==> config.mk <==
export PLATFORM = sky130hd
export DESIGN_NAME = multipit_flat
export DESIGN_NICKNAME = d
export VERILOG_FILES = /design/src/rtl/multipit_pkg.sv /design/src/rtl/multipit_if.sv /design/src/rtl/multipit_channel.sv /design/src/rtl/multipit.sv /design/src/flat_wrapper.sv
export SDC_FILE = /design/constraint.sdc
export NUM_CORES = 1
export LEC_CHECK = 0
export ABC_AREA = 1
export BUFFER_PORTS_ARGS = -buffer_cell sky130_fd_sc_hd__buf_2
export CORE_ASPECT_RATIO = 2
export CORE_MARGIN = 2
export CORE_UTILIZATION = 30
export CTS_CLUSTER_SIZE = 16
export DETAILED_ROUTE_END_ITERATION = 8
export SYNTH_ARGS = -nofsm -noshare
export SYNTH_HDL_FRONTEND = slang
export SYNTH_SLANG_ARGS = --single-unit
export TNS_END_PERCENT = 20
==> constraint.sdc <==
create_clock -name clk -period 2.7 [get_ports clk]
set_clock_uncertainty 0.2 [all_clocks]
set_input_delay 0.405 -clock clk [delete_from_list [all_inputs] [get_ports clk]]
set_output_delay 0.405 -clock clk [all_outputs]
set_load 0.02 [all_outputs]
==> src/rtl/multipit_pkg.sv <==
// Shared types and defaults for the multi-channel programmable interval timer.
package multipit_pkg;

   localparam int DEF_NUM_CH  = 4;
   localparam int DEF_COUNT_W = 16;
   localparam int DEF_PRESC_W = 8;

   typedef enum logic [1:0] {
      IDLE = 2'd0,
      RUN  = 2'd1,
      DONE = 2'd2
   } chState_e;

   // Channel-select width; a single channel still needs a one-bit select.
   function automatic int selWidth(input int n);
      return (n > 1) ? $clog2(n) : 1;
   endfunction

endpackage

==> src/rtl/multipit_if.sv <==
// Configuration, readback and interrupt signals of the timer, grouped for port use.
interface multipit_if
   import multipit_pkg::*;
#(
   parameter int NUM_CH  = DEF_NUM_CH,
   parameter int COUNT_W = DEF_COUNT_W,
   parameter int PRESC_W = DEF_PRESC_W
) ();

   localparam int CH_W = selWidth(NUM_CH);

   logic                cfg_we;
   logic [CH_W-1:0]     cfg_ch;
   logic [COUNT_W-1:0]  cfg_reload;
   logic                cfg_enable;
   logic                cfg_repeating;
   logic                cfg_divider_on;
   logic [PRESC_W-1:0]  presc_div;
   logic [NUM_CH-1:0]   irq_clear;
   logic [CH_W-1:0]     rd_ch;
   logic [COUNT_W-1:0]  rd_count;
   logic [NUM_CH-1:0]   irq_pulse;
   logic [NUM_CH-1:0]   irq_pending;
   logic                irq_any;

   modport master (
      output cfg_we, cfg_ch, cfg_reload, cfg_enable, cfg_repeating, cfg_divider_on,
             presc_div, irq_clear, rd_ch,
      input  rd_count, irq_pulse, irq_pending, irq_any
   );

   modport slave (
      input  cfg_we, cfg_ch, cfg_reload, cfg_enable, cfg_repeating, cfg_divider_on,
             presc_div, irq_clear, rd_ch,
      output rd_count, irq_pulse, irq_pending, irq_any
   );

endinterface

==> src/rtl/multipit_channel.sv <==
// One timer channel: down-counter with reload, IDLE/RUN/DONE state, expiry pulse and sticky pending flag.
module multipit_channel
   import multipit_pkg::*;
#(
   parameter int COUNT_W = DEF_COUNT_W
) (
   input  logic               clk,
   input  logic               reset,
   input  logic               wr_i,
   input  logic [COUNT_W-1:0] reload_i,
   input  logic               enable_i,
   input  logic               repeating_i,
   input  logic               divider_on_i,
   input  logic               tick_i,
   input  logic               clear_i,
   output logic [COUNT_W-1:0] count_o,
   output logic               pulse_o,
   output logic               pending_o
);

   chState_e           state_q, state_d;
   logic [COUNT_W-1:0] count_q, count_d;
   logic [COUNT_W-1:0] reload_q, reload_d;
   logic               repeat_q, repeat_d;
   logic               divOn_q, divOn_d;
   logic               pulse_q, pulse_d;
   logic               pending_q, pending_d;
   logic               step;
   logic               expire;

   assign step = divOn_q ? tick_i : 1'b1;

   always_ff @(posedge clk) begin
      if (reset) begin
         state_q   <= IDLE;
         count_q   <= '0;
         reload_q  <= '0;
         repeat_q  <= 1'b0;
         divOn_q   <= 1'b0;
         pulse_q   <= 1'b0;
         pending_q <= 1'b0;
      end else begin
         state_q   <= state_d;
         count_q   <= count_d;
         reload_q  <= reload_d;
         repeat_q  <= repeat_d;
         divOn_q   <= divOn_d;
         pulse_q   <= pulse_d;
         pending_q <= pending_d;
      end
   end

   // A write always takes priority, so an expiry coinciding with it is dropped.
   always_comb begin
      state_d  = state_q;
      count_d  = count_q;
      reload_d = reload_q;
      repeat_d = repeat_q;
      divOn_d  = divOn_q;
      expire   = 1'b0;
      if (wr_i) begin
         if (enable_i && (reload_i != '0)) begin
            state_d  = RUN;
            count_d  = reload_i;
            reload_d = reload_i;
            repeat_d = repeating_i;
            divOn_d  = divider_on_i;
         end else begin
            state_d = IDLE;
            count_d = '0;
         end
      end else if ((state_q == RUN) && step) begin
         if (count_q == COUNT_W'(1)) begin
            expire = 1'b1;
            if (repeat_q) begin
               count_d = reload_q;
            end else begin
               state_d = DONE;
               count_d = '0;
            end
         end else begin
            count_d = count_q - COUNT_W'(1);
         end
      end
   end

   // Setting the pending flag outranks a simultaneous clear.
   always_comb begin
      pulse_d   = expire;
      pending_d = expire | (pending_q & ~clear_i);
   end

   assign count_o   = count_q;
   assign pulse_o   = pulse_q;
   assign pending_o = pending_q;

endmodule

==> src/rtl/multipit.sv <==
// Multi-channel interval timer top: shared prescaler, NUM_CH channel instances and the readback mux.
module multipit
   import multipit_pkg::*;
#(
   parameter int NUM_CH  = DEF_NUM_CH,
   parameter int COUNT_W = DEF_COUNT_W,
   parameter int PRESC_W = DEF_PRESC_W
) (
   input  logic      clk,
   input  logic      reset,
   multipit_if.slave bus
);

   localparam int CH_W = selWidth(NUM_CH);
   localparam int CH_N = 1 << CH_W;

   logic [PRESC_W-1:0] presc_q, presc_d;
   logic               tick;
   logic [COUNT_W-1:0] countTab [CH_N];
   logic [NUM_CH-1:0]  wrSel;
   logic [NUM_CH-1:0]  pulseVec;
   logic [NUM_CH-1:0]  pendVec;

   assign tick    = (presc_q == bus.presc_div);
   assign presc_d = tick ? '0 : presc_q + PRESC_W'(1);

   always_ff @(posedge clk) begin
      if (reset) begin
         presc_q <= '0;
      end else begin
         presc_q <= presc_d;
      end
   end

   // The readback table is padded to a power of two so unused selects read as zero.
   for (genvar i = 0; i < CH_N; i++) begin : gCh
      if (i < NUM_CH) begin : gReal
         assign wrSel[i] = bus.cfg_we && (bus.cfg_ch == CH_W'(i));
         multipit_channel #(.COUNT_W(COUNT_W)) uCh (
            .clk          (clk),
            .reset        (reset),
            .wr_i         (wrSel[i]),
            .reload_i     (bus.cfg_reload),
            .enable_i     (bus.cfg_enable),
            .repeating_i  (bus.cfg_repeating),
            .divider_on_i (bus.cfg_divider_on),
            .tick_i       (tick),
            .clear_i      (bus.irq_clear[i]),
            .count_o      (countTab[i]),
            .pulse_o      (pulseVec[i]),
            .pending_o    (pendVec[i])
         );
      end else begin : gPad
         assign countTab[i] = '0;
      end
   end

   assign bus.rd_count    = countTab[bus.rd_ch];
   assign bus.irq_pulse   = pulseVec;
   assign bus.irq_pending = pendVec;
   assign bus.irq_any     = |pendVec;

endmodule

==> src/flat_wrapper.sv <==
// flat-port wrapper written by rule: the top's interface ports become plain ports
module multipit_flat import multipit_pkg::*;
#(
   parameter int NUM_CH  = DEF_NUM_CH,
   parameter int COUNT_W = DEF_COUNT_W,
   parameter int PRESC_W = DEF_PRESC_W
)
  (clk, reset, bus_cfg_we, bus_cfg_ch, bus_cfg_reload, bus_cfg_enable, bus_cfg_repeating, bus_cfg_divider_on, bus_presc_div, bus_irq_clear, bus_rd_ch, bus_rd_count, bus_irq_pulse, bus_irq_pending, bus_irq_any);
  multipit_if #(.NUM_CH(NUM_CH), .COUNT_W(COUNT_W), .PRESC_W(PRESC_W)) bus_i ();
  input  logic clk;
  input  logic reset;
  input wire logic [$bits(bus_i.cfg_we)-1:0] bus_cfg_we;
  input wire logic [$bits(bus_i.cfg_ch)-1:0] bus_cfg_ch;
  input wire logic [$bits(bus_i.cfg_reload)-1:0] bus_cfg_reload;
  input wire logic [$bits(bus_i.cfg_enable)-1:0] bus_cfg_enable;
  input wire logic [$bits(bus_i.cfg_repeating)-1:0] bus_cfg_repeating;
  input wire logic [$bits(bus_i.cfg_divider_on)-1:0] bus_cfg_divider_on;
  input wire logic [$bits(bus_i.presc_div)-1:0] bus_presc_div;
  input wire logic [$bits(bus_i.irq_clear)-1:0] bus_irq_clear;
  input wire logic [$bits(bus_i.rd_ch)-1:0] bus_rd_ch;
  output wire logic [$bits(bus_i.rd_count)-1:0] bus_rd_count;
  output wire logic [$bits(bus_i.irq_pulse)-1:0] bus_irq_pulse;
  output wire logic [$bits(bus_i.irq_pending)-1:0] bus_irq_pending;
  output wire logic [$bits(bus_i.irq_any)-1:0] bus_irq_any;
  assign bus_i.cfg_we = bus_cfg_we;
  assign bus_i.cfg_ch = bus_cfg_ch;
  assign bus_i.cfg_reload = bus_cfg_reload;
  assign bus_i.cfg_enable = bus_cfg_enable;
  assign bus_i.cfg_repeating = bus_cfg_repeating;
  assign bus_i.cfg_divider_on = bus_cfg_divider_on;
  assign bus_i.presc_div = bus_presc_div;
  assign bus_i.irq_clear = bus_irq_clear;
  assign bus_i.rd_ch = bus_rd_ch;
  assign bus_rd_count = bus_i.rd_count;
  assign bus_irq_pulse = bus_i.irq_pulse;
  assign bus_irq_pending = bus_i.irq_pending;
  assign bus_irq_any = bus_i.irq_any;
  multipit #(.NUM_CH(NUM_CH), .COUNT_W(COUNT_W), .PRESC_W(PRESC_W)) u_core (.clk(clk), .reset(reset), .bus(bus_i));
endmodule
==> summary.md <==
The clock passes through at most 2 buffers. The minimum period implied by the final worst setup slack is 2660 ps, and the post-synthesis cell count is 1558. The slew at the pin closest to its max-slew limit is 961 ps, and the count of fill cells added during filler insertion is 3429. The number of pins with negative max-slew slack in the final report was 0; the count of max-cap constraint violations was 0. The synthesized design spends more area on one cell type than any other, namely sky130_fd_sc_hd__dfxtp_1.

In the final design database the tool counted 1677 nets. Setup repair after global routing left no endpoint under its margin. Hold repair after CTS inserted 0 buffers.

In this run, post-CTS repair resized a total of 0 instances. Counting both buffers and inverters, the worst setup path holds a total of 3. The most critical setup path has its startpoint at u_core.gCh[1].gReal.uCh.count_o[4]. After the flow finishes, the layout carries non-filler instances totaling 2058. The logs give 9486 for the number of global-route vias before repair and 4 for the total number of H-tree levels.

The fmax is 0.376 GHz, and the period utilization is 98.5%. The floorplan die width is 129 um, and the number of buffers inserted by port buffering is 62. The logs give 160 for the clock sink total and 26.6 mm for the placed wire-length estimate. The total overflow reported by the global router is 0. The power per cell area works out to 601 nW/um2.

The classification of the worst setup path was reg2out. CTS placed an instance of sky130_fd_sc_hd__clkbuf_16 at the clock tree root. The number of stages on the worst setup path is 6.

The area growth from synthesis to layout is 16.1%. The placement row count was 91; the routed via count divided by cell count was 4.97. In this run, distinct cell masters in the synthesized netlist total 33. The logs give 69 for the largest net degree at the start of global routing and 505 for the number of violations reported at the end of detailed-routing iteration 0. The peak per-stage delay on the critical path came out at 420 ps. Count of warnings emitted by yosys: 0.

The cell count of the worst reg-to-reg path came out at 9. The kind of start point of the critical path was a register. The logs give 0 for the number of antenna-violating nets in the routed design and 1605 for the post-synth net total.

The fraction of power spent switching nets was 35.3%. The initial antenna violation count was 2. TritonCTS built the clock tree.

The final layout contains routed wiring with a total length of 36.0 mm. The final hold slack came out at 64.8 ps. Wire length of the first global-routing pass: 54.1 mm. The dominant synthesized flop cell was sky130_fd_sc_hd__dfxtp_1. Routability-driven placement finished with a final weighted congestion of 0.963. Max-slew headroom at the worst pin: 36.0%. The arrival time at the worst endpoint was 2050 ps.

The part of the total power dissipated in sequential elements came out at 39.9%. For this run, the register share of the synthesized area comes to 34.1%. The share of total power dissipated in combinational logic is 26.0%. Sorting the synthesized cells by area gives the leading types as sky130_fd_sc_hd__dfxtp_1 (34%), sky130_fd_sc_hd__nand2_1 (19%), sky130_fd_sc_hd__nor2_1 (10%). Share of synthesized flip-flops with an asynchronous set or reset: 0%.

The run finished with clean final reports. The run gives 410 ps as the setup slack of the most critical reg-to-reg path. The number of synthesized flops with an enable pin is 0, and the maximum fanout along the worst path is 5. The commonest cells after synthesis are sky130_fd_sc_hd__nand2_1 (479), sky130_fd_sc_hd__nor2_1 (260), sky130_fd_sc_hd__a21oi_1 (166). The analysis attributes to net switching a power of 0.00231 W. The height of the chip works out to 254 um.

The worst ir drop on vdd was 0.475 mV. In the final layout, the share of cells above drive strength 1 is 10.9%. The core region is 30900 um2.

After routing, the total negative slack on setup checks comes to 0 ps. Of the total power, the clock network draws 34.2%. The final hold violation count was 0; the post-synthesis sequential element count was 160.

Clock-pin slew was measured on the worst setup and hold paths at 70 ps. The I/O pin count is 63. STA classifies the critical path endpoint as a primary output. In this run the worst hold path is classified as in2reg. In this run the critical register-to-register path is captured at u_core.gCh[3].gReal.uCh.count_o[6]. The mean routed wirelength per cell is 17.5 um.

Traced cell by cell, the critical path runs through inv_1 -> o21ai_0 -> a21oi_1 -> buf_4 -> a21oi_1 -> buf_2. The share of synthesized area in the top cell type comes to 34.1%. Setup violations remaining at the end of the flow were counted as 0. The worst register-to-register path begins at u_core.gCh[3].gReal.uCh.count_o[5].

The clock buffer count from CTS came out at 17. The worst setup path endpoint is bus_rd_count[4]. The effective utilization at floorplan came out at 30.4%. For the worst setup path, the data required time is 2100 ps. The number of antenna diodes in the final layout is 0.

The die covers 32800 um2. Each instance of the synthesized netlist takes up on average 6.02 um2. The pre-antenna-repair detailed-routing pass consisted of 6 iterations.

Most used standard cell by instance count after synthesis: sky130_fd_sc_hd__nand2_1. Counting stages on the worst path, the most repeated cell is sky130_fd_sc_hd__a21oi_1. For the worst-skew pair, the clock arrives at the later sink with an insertion delay of 450 ps. The final route contains 10238 vias. For the count of buffers added by post-CTS timing repair for setup, the log shows 0. In the routed design, unresolved DRC markers number 0.

In the global route stage, overall resource usage came out at 22.1%. Cell internal power was estimated by the tool at 0.00424 W. The slowest cell on the critical path was sky130_fd_sc_hd__dfxtp_1.

The logs give 2029 for the placed cell count and 4.87 nW for the leakage power figure. The mapped netlist covers 9380 um2. The cell family contributing the most delay on the critical path is compound AO/OA/AOI/OAI gates.
[cells by family (layout without fill, tap and decap cells)]
group                      Yosys count  in the layout  synth area share [%]
and+or+nand+nor                    887            887                  38.7
buffers and inverters              191            273                  8.28
AOI/OAI and AO/OA                  287            287                  15.4
adders and majority gates            9              9                  1.20
xor gates and xnor gates            24             24                  2.24
DFF                                160            160                  34.1
[per-layer routing]
| metal | up-vias | global-route usage (%) | wire length, um |
|---|---|---|---|
| li1 | 5129 | - | - |
| met1 | 4678 | 22.5 | 13100 |
| met2 | 319 | 39.7 | 18300 |
| met3 | 110 | 3.71 | 1550 |
| met4 | 2 | 16.7 | 3000 |
| met5 | - | 0 | 11 |
[registers in the layout, indices dropped and copies added (netlist names)]
signal	count
u_core.gCh.gReal.uCh.count_o	64
u_core.presc_q	8
u_core.gCh.gReal.uCh.repeat_q	4
u_core.gCh.gReal.uCh.divOn_q	4
u_core.gCh.gReal.uCh.state_q	8
u_core.gCh.gReal.uCh.pulse_o	4
u_core.gCh.gReal.uCh.reload_q	64
u_core.gCh.gReal.uCh.pending_o	4
[layout by cell type (no fill, tap or decap), types with 2 or more instances in the layout]
cell type and n:
sky130_fd_sc_hd__clkinv_4 3, sky130_fd_sc_hd__or2_2 5, sky130_fd_sc_hd__nand3_1 89, sky130_fd_sc_hd__nor2_4 5, sky130_fd_sc_hd__clkinvlp_4 3, sky130_fd_sc_hd__inv_2 9, sky130_fd_sc_hd__ha_1 9, sky130_fd_sc_hd__nor2_1 260
sky130_fd_sc_hd__buf_12 4, sky130_fd_sc_hd__xor2_1 17, sky130_fd_sc_hd__o21ai_1 5, sky130_fd_sc_hd__clkbuf_1 3, sky130_fd_sc_hd__nand2_2 6, sky130_fd_sc_hd__dfxtp_1 160, sky130_fd_sc_hd__nor2_2 5, sky130_fd_sc_hd__nor3_2 4
sky130_fd_sc_hd__o21ai_0 112, sky130_fd_sc_hd__a21oi_1 166, sky130_fd_sc_hd__nor3_1 6, sky130_fd_sc_hd__xnor2_1 7, sky130_fd_sc_hd__nand4_1 18, sky130_fd_sc_hd__buf_2 62, sky130_fd_sc_hd__inv_1 117, sky130_fd_sc_hd__buf_4 52
sky130_fd_sc_hd__nand3b_1 3, sky130_fd_sc_hd__nand2_1 479, sky130_fd_sc_hd__nor3b_1 2, sky130_fd_sc_hd__o21bai_1 3, sky130_fd_sc_hd__clkbuf_16 17
[power by group through the flow]
| stage | Sequential (W) | Clock [W] | Combinational, W |
|---|---|---|---|
| after floorplan | 0.00261 | 0 | 0.00116 |
| after global routing | 0.00262 | 0.00236 | 0.00191 |
| after detailed placement | 0.00266 | 0 | 0.00168 |
| after global placement | 0.00266 | 0 | 0.00166 |
| after CTS | 0.00260 | 0.00228 | 0.00169 |
| final | 0.00261 | 0.00224 | 0.00170 |
[cell type report]
type | count | area, um2 | share of cell area [%]
Multi-Input combinational cell | 1207 | 5400 | 49.6
Sequential cell | 160 | 3200 | 29.4
Timing Repair Buffer | 118 | 781 | 7.17
Tap cell | 418 | 523 | 4.80
Inverter | 126 | 473 | 4.34
Clock buffer | 21 | 450 | 4.14
Clock inverter | 8 | 62.6 | 0.574
[worst min-delay path by stage]
stage,startpoint,endpoint,slack (ps),cells past startpoint
floorplan,u_core.gCh[3].gReal.uCh.state_q[1],u_core.gCh[3].gReal.uCh.state_q[1],230,2
detailed placement,u_core.gCh[0].gReal.uCh.state_q[1],u_core.gCh[0].gReal.uCh.state_q[1],240,2
global placement,u_core.gCh[0].gReal.uCh.state_q[1],u_core.gCh[0].gReal.uCh.state_q[1],240,2
global route,bus_irq_clear[0],u_core.gCh[0].gReal.uCh.pending_o,80,3
CTS,bus_irq_clear[1],u_core.gCh[1].gReal.uCh.pending_o,40,3
finish,bus_irq_clear[1],u_core.gCh[1].gReal.uCh.pending_o,60,3
[tightest hold or removal path, stage by stage]
cell                       delay [ps]
sky130_fd_sc_hd__buf_2             90
sky130_fd_sc_hd__nand3b_1          90
sky130_fd_sc_hd__o21ai_0           70
[metrics by stage]
stage          cell area [um2]  setup WS (ps)  util (%)  total power [W]
2_1_floorplan             9380            491         -          0.00378
3_3_place_gp             10400            185      33.6          0.00432
3_5_place_dp             10400            186      33.6          0.00434
4_1_cts                  10900           94.5      35.3          0.00657
5_1_grt                  10900           34.3      35.3          0.00689
6_report                 10900           40.8      35.3          0.00655
Note: power is estimated with default switching activity, not from simulation.
